$ cat src/rtl/regfile_wb_arbiter_if.sv
// Writeback bus bundle for regfile_wb_arbiter.
// The master side belongs to the requesters and read-side logic. It drives the port A/B
// requests (valid/addr/data) and the pending query address (chk_addr).
// The slave side belongs to the arbiter. It drives the readies, the registered
// register-file write port (wr_en/wr_addr/wr_data), the query result (chk_pending) and
// the FIFO occupancy (count/empty).
interface regfile_wb_arbiter_if #(
    parameter int unsigned DEPTH  = 4,
    parameter int unsigned ADDR_W = 5,
    parameter int unsigned DATA_W = 32
) ();
    logic                     a_valid;
    logic                     a_ready;
    logic [ADDR_W-1:0]        a_addr;
    logic [DATA_W-1:0]        a_data;

    logic                     b_valid;
    logic                     b_ready;
    logic [ADDR_W-1:0]        b_addr;
    logic [DATA_W-1:0]        b_data;

    logic                     wr_en;
    logic [ADDR_W-1:0]        wr_addr;
    logic [DATA_W-1:0]        wr_data;

    logic [ADDR_W-1:0]        chk_addr;
    logic                     chk_pending;

    logic [$clog2(DEPTH):0]   count;
    logic                     empty;

    modport master (
        output a_valid, a_addr, a_data, b_valid, b_addr, b_data, chk_addr,
        input  a_ready, b_ready, wr_en, wr_addr, wr_data, chk_pending, count, empty
    );

    modport slave (
        input  a_valid, a_addr, a_data, b_valid, b_addr, b_data, chk_addr,
        output a_ready, b_ready, wr_en, wr_addr, wr_data, chk_pending, count, empty
    );
endinterface

$ cat src/rtl/regfile_wb_arbiter.sv
// Register-file writeback arbiter.
// It shares one register-file write port between port A (ALU result) and port B
// (load data). At most one request is accepted per cycle, and round-robin decides
// a conflict. Accepted writes are queued in a DEPTH-entry FIFO. The FIFO drains one
// entry per cycle into registered wr_en/wr_addr/wr_data.
// chk_addr/chk_pending reports whether a register still has a write queued or in flight.
// Ports: clk, rst_n (synchronous, active low). All other signals are on bus
// (regfile_wb_arbiter_if.slave).
// Optional feature: define REGFILE_ZERO_PROTECT_EN to drop writes to register 0.
// Such writes still complete their handshake.
module regfile_wb_arbiter #(
    parameter int unsigned DEPTH  = 4,
    parameter int unsigned ADDR_W = 5,
    parameter int unsigned DATA_W = 32
) (
    input logic                 clk,
    input logic                 rst_n,
    regfile_wb_arbiter_if.slave bus
);
    localparam int unsigned PTR_W = $clog2(DEPTH);
    localparam int unsigned CNT_W = PTR_W + 1;

    logic [ADDR_W-1:0] fifo_addr [DEPTH];
    logic [DATA_W-1:0] fifo_data [DEPTH];
    logic [PTR_W-1:0]  wr_ptr;
    logic [PTR_W-1:0]  rd_ptr;
    logic [CNT_W-1:0]  cnt;
    logic              last_grant_b;   // 1: port B won the most recent transfer
    logic              out_en;
    logic [ADDR_W-1:0] out_addr;
    logic [DATA_W-1:0] out_data;

    logic              full;
    logic              a_grant;
    logic              b_grant;
    logic              push;
    logic              pop;
    logic [ADDR_W-1:0] push_addr;
    logic [DATA_W-1:0] push_data;
    logic              pending;

    assign full = (cnt == CNT_W'(DEPTH));
    assign pop  = (cnt != '0);

    // Full blocks acceptance even when a pop happens in the same cycle.
    always_comb begin
        a_grant = 1'b0;
        b_grant = 1'b0;
        if (rst_n && !full) begin
            if (bus.a_valid && bus.b_valid) begin
                a_grant = last_grant_b;
                b_grant = !last_grant_b;
            end else begin
                a_grant = bus.a_valid;
                b_grant = bus.b_valid;
            end
        end
    end

    assign push_addr = b_grant ? bus.b_addr : bus.a_addr;
    assign push_data = b_grant ? bus.b_data : bus.a_data;

`ifdef REGFILE_ZERO_PROTECT_EN
    // The handshake completes, but a write to r0 is never stored.
    assign push = (a_grant || b_grant) && (push_addr != '0);
`else
    assign push = a_grant || b_grant;
`endif

    // Storage has no reset; the occupancy count defines which slots are valid.
    always_ff @(posedge clk) begin
        if (push) begin
            fifo_addr[wr_ptr] <= push_addr;
            fifo_data[wr_ptr] <= push_data;
        end
    end

    always_ff @(posedge clk) begin
        if (!rst_n) begin
            wr_ptr       <= '0;
            rd_ptr       <= '0;
            cnt          <= '0;
            last_grant_b <= 1'b1;
            out_en       <= 1'b0;
            out_addr     <= '0;
            out_data     <= '0;
        end else begin
            if (a_grant || b_grant) begin
                last_grant_b <= b_grant;
            end
            if (push) begin
                wr_ptr <= wr_ptr + PTR_W'(1);
            end
            if (pop) begin
                out_en   <= 1'b1;
                out_addr <= fifo_addr[rd_ptr];
                out_data <= fifo_data[rd_ptr];
                rd_ptr   <= rd_ptr + PTR_W'(1);
            end else begin
                out_en <= 1'b0;
            end
            case ({push, pop})
                2'b10:   cnt <= cnt + CNT_W'(1);
                2'b01:   cnt <= cnt - CNT_W'(1);
                default: ;
            endcase
        end
    end

    // A slot is live when its distance from the read pointer is below the occupancy.
    always_comb begin
        pending = out_en && (out_addr == bus.chk_addr);
        for (int unsigned i = 0; i < DEPTH; i++) begin
            if ((CNT_W'(PTR_W'(PTR_W'(i) - rd_ptr)) < cnt) &&
                (fifo_addr[i] == bus.chk_addr)) begin
                pending = 1'b1;
            end
        end
`ifdef REGFILE_ZERO_PROTECT_EN
        if (bus.chk_addr == '0) begin
            pending = 1'b0;
        end
`endif
    end

    assign bus.a_ready     = a_grant;
    assign bus.b_ready     = b_grant;
    assign bus.wr_en       = out_en;
    assign bus.wr_addr     = out_addr;
    assign bus.wr_data     = out_data;
    assign bus.chk_pending = pending;
    assign bus.count       = cnt;
    assign bus.empty       = (cnt == '0);
endmodule

$ cat src/flat_wrapper.sv
// flat-port wrapper written by rule: the top's interface ports become plain ports
module regfile_wb_arbiter_flat 
#(
    parameter int unsigned DEPTH  = 4,
    parameter int unsigned ADDR_W = 5,
    parameter int unsigned DATA_W = 32
)
  (clk, rst_n, bus_a_valid, bus_a_addr, bus_a_data, bus_b_valid, bus_b_addr, bus_b_data, bus_chk_addr, bus_a_ready, bus_b_ready, bus_wr_en, bus_wr_addr, bus_wr_data, bus_chk_pending, bus_count, bus_empty);
  regfile_wb_arbiter_if #(.DEPTH(DEPTH), .ADDR_W(ADDR_W), .DATA_W(DATA_W)) bus_i ();
  input logic clk;
  input logic rst_n;
  input wire logic [$bits(bus_i.a_valid)-1:0] bus_a_valid;
  input wire logic [$bits(bus_i.a_addr)-1:0] bus_a_addr;
  input wire logic [$bits(bus_i.a_data)-1:0] bus_a_data;
  input wire logic [$bits(bus_i.b_valid)-1:0] bus_b_valid;
  input wire logic [$bits(bus_i.b_addr)-1:0] bus_b_addr;
  input wire logic [$bits(bus_i.b_data)-1:0] bus_b_data;
  input wire logic [$bits(bus_i.chk_addr)-1:0] bus_chk_addr;
  output wire logic [$bits(bus_i.a_ready)-1:0] bus_a_ready;
  output wire logic [$bits(bus_i.b_ready)-1:0] bus_b_ready;
  output wire logic [$bits(bus_i.wr_en)-1:0] bus_wr_en;
  output wire logic [$bits(bus_i.wr_addr)-1:0] bus_wr_addr;
  output wire logic [$bits(bus_i.wr_data)-1:0] bus_wr_data;
  output wire logic [$bits(bus_i.chk_pending)-1:0] bus_chk_pending;
  output wire logic [$bits(bus_i.count)-1:0] bus_count;
  output wire logic [$bits(bus_i.empty)-1:0] bus_empty;
  assign bus_i.a_valid = bus_a_valid;
  assign bus_i.a_addr = bus_a_addr;
  assign bus_i.a_data = bus_a_data;
  assign bus_i.b_valid = bus_b_valid;
  assign bus_i.b_addr = bus_b_addr;
  assign bus_i.b_data = bus_b_data;
  assign bus_i.chk_addr = bus_chk_addr;
  assign bus_a_ready = bus_i.a_ready;
  assign bus_b_ready = bus_i.b_ready;
  assign bus_wr_en = bus_i.wr_en;
  assign bus_wr_addr = bus_i.wr_addr;
  assign bus_wr_data = bus_i.wr_data;
  assign bus_chk_pending = bus_i.chk_pending;
  assign bus_count = bus_i.count;
  assign bus_empty = bus_i.empty;
  regfile_wb_arbiter #(.DEPTH(DEPTH), .ADDR_W(ADDR_W), .DATA_W(DATA_W)) u_core (.clk(clk), .rst_n(rst_n), .bus(bus_i));
endmodule
$ cat config.mk
export PLATFORM = sky130hd
export DESIGN_NAME = regfile_wb_arbiter_flat
export DESIGN_NICKNAME = d
export VERILOG_FILES = /design/src/rtl/regfile_wb_arbiter_if.sv /design/src/rtl/regfile_wb_arbiter.sv /design/src/flat_wrapper.sv
export SDC_FILE = /design/constraint.sdc
export NUM_CORES = 1
export LEC_CHECK = 0
export ABC_CLOCK_PERIOD_IN_PS = 3000
export CORE_UTILIZATION = 54
export CTS_CLUSTER_DIAMETER = 60
export CTS_CLUSTER_SIZE = 28
export DETAILED_ROUTE_END_ITERATION = 7
export HOLD_SLACK_MARGIN = 0.12
export PLACE_DENSITY_LB_ADDON = 0.25
export SLEW_MARGIN = 0
export SYNTH_ARGS = -nofsm -noshare
export SYNTH_HDL_FRONTEND = slang
export SYNTH_SLANG_ARGS = --single-unit
export TNS_END_PERCENT = 30
$ cat constraint.sdc
create_clock -name clk -period 3 [get_ports clk]
set_input_delay 0.45 -clock clk [delete_from_list [all_inputs] [get_ports clk]]
set_output_delay 0.45 -clock clk [all_outputs]
set_load 0.02 [all_outputs]
==> summary by stage, run 1 <==
Outcome
The run finished, with violations left. The final reports fail on DRC.

Worst hold path
The endpoint of the worst hold-timing path is u_core.bus.wr_data[17]. The worst hold path passes through 2 cells. The worst hold-check path type is flop to flop. The startpoint of the worst hold path is u_core.bus.wr_data[17].

Setup path
Of all nets on the critical path, the largest fanout is 7. The largest individual stage delay along the critical path comes from the cell sky130_fd_sc_hd__clkdlybuf4s50_1. The capture instance of the worst register-to-register path is u_core.bus.count[2]. The startpoint of the lowest-slack register-to-register path is u_core.bus.count[2]. STA puts the critical path data required time at 2.55 ns. The depth of the most critical reg-to-reg path is 10. The data arrival time of the critical path is 2.13 ns.

The critical path goes through inv_2 > o31a_4 > nand3_4 > inv_1 > clkdlybuf4s50_1. The critical path start-end classification is flop to primary output. The kind of start point of the critical path is a flop.

The endpoint type of the worst setup path is a primary output. The largest single stage delay on the critical path is 0.53 ns. The register-to-register setup slack is 0.46 ns.

Yosys
The number of nets produced by synthesis is 603. After synthesis the cells add up to 8170 µm². After synthesis, the cell types taking the most area are sky130_fd_sc_hd__edfxtp_1, sky130_fd_sc_hd__dfxtp_1, sky130_fd_sc_hd__mux4_2, sky130_fd_sc_hd__nand2_1, sky130_fd_sc_hd__a21boi_0. Synthesis produced a netlist whose cell count is 510. Of the post-synthesis cell area, the dominant cell type holds 0.544. Summed over all instances, the cell type with the most area after synthesis is sky130_fd_sc_hd__edfxtp_1. The warning count from the yosys run is 0. After synthesis, the mean cell area works out to 16.0 µm². In this run, distinct cell masters in the synthesized netlist total 38. Of the synthesized area, sequential elements account for 0.657. The register bit count reported by yosys is 194.

STA
Measured against its own limit, the worst slew margin works out to 0.485. The final max-slew violation count is 0. The final worst slack is 0.418 ns. Clock skew on the completed layout was measured at 0.00710 ns.

The number of endpoints with negative hold slack in the final report was 0. The total of endpoints with negative setup slack in the final report is 0. The measured slew at the worst slew-check pin is 0.773 ns.

The maximum achievable frequency is 0.387 GHz. The minimum hold slack is 0.464 ns. Setup repair after global routing left no endpoint under its margin. The accumulated negative setup slack is 0 ns.

Dividing the final minimum period by the clock period gives 0.861. After layout, the minimum clock period comes to 2.58 ns.

Final layout
The antenna diode instance count is 0. The number of nets in the finished design is 732. The fill cell instance count of the final layout is 1021. The area occupied by multi-input gates is 2580 µm². The fraction of final layout cells sized beyond drive strength 1 is 0.197.

Once layout is complete, the cells apart from fillers number 835. The area growth from synthesis to layout is 24.8%. In the final layout, flip-flops and latches occupy 5370 µm².

Global routing
The initial antenna violation count was 0. The first-pass GRT wire length is 25400 µm. For this run, the total global-route usage over all layers was measured as 0.217.

The number of global-route vias before repair is 4878. The pin count of the biggest net entering global routing is 47. The total congestion overflow after global routing is 0.

Clocking
The buffer type at the clock tree root is sky130_fd_sc_hd__clkbuf_16. The count of H-tree levels built during CTS is 4. Hold repair after CTS inserted 0 buffers. The clock buffer count from CTS is 17. The clock transition at the register clock pins on the worst setup and hold paths after CTS is 0.07 ns.

The clock tree from TritonCTS is done. The clock latency of the later-clocked register in the worst-skew pair is 0.43 ns. No sink is reached through more buffers than the 2 on the longest clock path. The setup fix buffers added after clock tree synthesis is 0. The post-cts resize count is 0. The total number of clock tree sinks is 194.

Power
For this design the static power due to leakage is 3.55 nW. The cell area power density is 828 nW/µm². VDD sags by at most 0.000436 V.

The overall power after layout is 8.44 mW.

Placement
The placed cell count is 804. The total half-perimeter wirelength after legalization and detailed placement is 10000 µm. The last weighted congestion value of the routability-driven placer is 0.936. Before CTS, the worst setup slack after placement is 0.0699 ns. The count of buffers inserted at the top-level ports is 127.

Floorplan
The floorplan step set the die width to 125 µm. From bottom edge to top edge, the die measures 125 µm. The boundary pin count is 128.

The die covers 15600 µm². After floorplanning, the core was sized to cover 14600 µm². For this configuration, the core starts out at a cell density of 0.558. Row generation in the floorplan step produced 44 rows.

Job
The tool flagged a number of max-cap violations equal to 0.

Drt
The count of nets left with antenna violations once routing finished came out at 0. After detailed routing, the average wire length per cell comes to 18.9 µm. In this run, the number of DRC markers left after iteration 0 of detailed routing was 317.

The first-pass detailed-route iteration total is 6. The via count is 4664. The wire length reported by the detailed router is 15800 µm.

The number of remaining DRC errors is 14. Dividing the detail-routed via count by the number of cells gives 5.59.
-- layout by cell type, fill, tap and decap left out, drive strengths merged, types with 3 or more instances in the layout --
cell,count
a21boi,38
a21oi,5
and2,8
buf,15
clkbuf,20
clkdlybuf4s50,124
clkinv,3
clkinvlp,4
dfxtp,46
edfxtp,148
ha,9
inv,15
mux2,37
mux4,37
nand2,79
nand3,3
nor2,3
nor3,3
o21ai,4
xnor2,13
xor2,17
-- state kept, by name, indices dropped and copies added, names as in the netlist --
name,cells
u_core.fifo_data,128
u_core.bus.wr_data,32
u_core.fifo_addr,20
u_core.bus.wr_addr,5
u_core.bus.count,3
u_core.rd_ptr,2
u_core.wr_ptr,2
u_core.bus.wr_en,1
u_core.last_grant_b,1
-- cell families (layout without fill, tap and decap cells) --
family / after synthesis / in the layout / synth area share
mux: 75 / 75 / 0.163
buf+inv: 43 / 184 / 0.0285
simple gates: 104 / 104 / 0.0554
fa+ha+maj: 10 / 10 / 0.0162
flops: 194 / 194 / 0.657
compound gates: 54 / 54 / 0.0482
xor+xnor: 30 / 30 / 0.0322
-- Yosys cell counts --
cell type	instances
sky130_fd_sc_hd__buf_12	3
sky130_fd_sc_hd__edfxtp_1	148
sky130_fd_sc_hd__inv_1	11
sky130_fd_sc_hd__a31oi_1	2
sky130_fd_sc_hd__xor2_1	17
sky130_fd_sc_hd__buf_2	6
sky130_fd_sc_hd__nand3_4	1
sky130_fd_sc_hd__o2111ai_1	2
sky130_fd_sc_hd__a2111oi_0	1
sky130_fd_sc_hd__clkbuf_1	13
sky130_fd_sc_hd__a21boi_0	38
sky130_fd_sc_hd__nor2_1	3
sky130_fd_sc_hd__and3b_1	1
sky130_fd_sc_hd__nand2b_1	1
sky130_fd_sc_hd__nor2b_1	2
sky130_fd_sc_hd__nand2_1	79
sky130_fd_sc_hd__ha_1	9
sky130_fd_sc_hd__o31a_4	1
sky130_fd_sc_hd__mux2i_1	1
sky130_fd_sc_hd__nor3_1	3
sky130_fd_sc_hd__fa_1	1
sky130_fd_sc_hd__inv_2	1
sky130_fd_sc_hd__nand3_1	2
sky130_fd_sc_hd__buf_1	5
sky130_fd_sc_hd__mux2_2	18
sky130_fd_sc_hd__xnor2_1	13
sky130_fd_sc_hd__nand4_1	1
sky130_fd_sc_hd__mux4_2	37
sky130_fd_sc_hd__nor4_1	1
sky130_fd_sc_hd__a21oi_1	5
sky130_fd_sc_hd__or3_1	1
sky130_fd_sc_hd__dfxtp_1	46
sky130_fd_sc_hd__and3_1	1
sky130_fd_sc_hd__mux2_4	19
sky130_fd_sc_hd__and2_1	8
sky130_fd_sc_hd__buf_4	4
sky130_fd_sc_hd__o21a_1	1
sky130_fd_sc_hd__o21ai_0	4
-- worst max-delay path: cells and delay by family (launching register included) --
family	cells	cell delay [ns]
flops	1	0.48
buf+inv	3	0.69
compound gates	1	0.39
simple gates	1	0.13
-- report_power, final --
part,total (mW),internal [mW],switching (mW)
Clock,2.13,1.17,0.958
Sequential,3.52,3.31,0.209
Combinational,2.79,1.28,1.51
-- routing by layer --
layer  wire, µm  up-vias  track usage
li1           -     2145            -
met1       6620     2358        0.266
met2       8240      138        0.381
met3        688       23       0.0475
met4        227        0       0.0782
met5          0        -            0
-- cell type report --
type	instances	share of cell area
tap	184	0.0226
multi-input combinational	273	0.253
sequential	194	0.526
timing repair buffer	141	0.139
clock buffer	20	0.0438
clock inverter	11	0.0107
inverter	12	0.00442
-- stage by stage --
stage	util	cell area (µm²)
floorplan	-	8170
global placement	0.658	9640
detailed placement	0.658	9640
CTS	0.696	10200
global route	0.697	10200
finish	0.697	10200
-- how the worst max path moves through the flow --
| stage | from | endpoint | slack [ns] | cells after the start |
|---|---|---|---|---|
| after floorplan | u_core.bus.count[2] | u_core.bus.count[2] | 0.57 | 10 |
| after global placement | bus_chk_addr[2] | bus_chk_pending | 0.15 | 6 |
| after detailed placement | bus_chk_addr[2] | bus_chk_pending | 0.07 | 6 |
| after CTS | u_core.bus.count[1] | bus_chk_pending | 0.06 | 6 |
| after global routing | u_core.bus.count[2] | u_core.bus.count[2] | 0.26 | 10 |
| final | u_core.bus.count[2] | bus_b_ready | 0.42 | 5 |
Power figures use the tool's default switching activity.
==> inputs of run 2 (changes only) <==
--- a/config.mk
+++ b/config.mk
@@ -5,7 +5,6 @@
 export SDC_FILE = /design/constraint.sdc
 export NUM_CORES = 1
 export LEC_CHECK = 0
-export ABC_CLOCK_PERIOD_IN_PS = 3000
 export CORE_UTILIZATION = 54
 export CTS_CLUSTER_DIAMETER = 60
 export CTS_CLUSTER_SIZE = 28
==> results of run 2 <==
The final DEF is identical to that of run 1; final timing and power are the same.
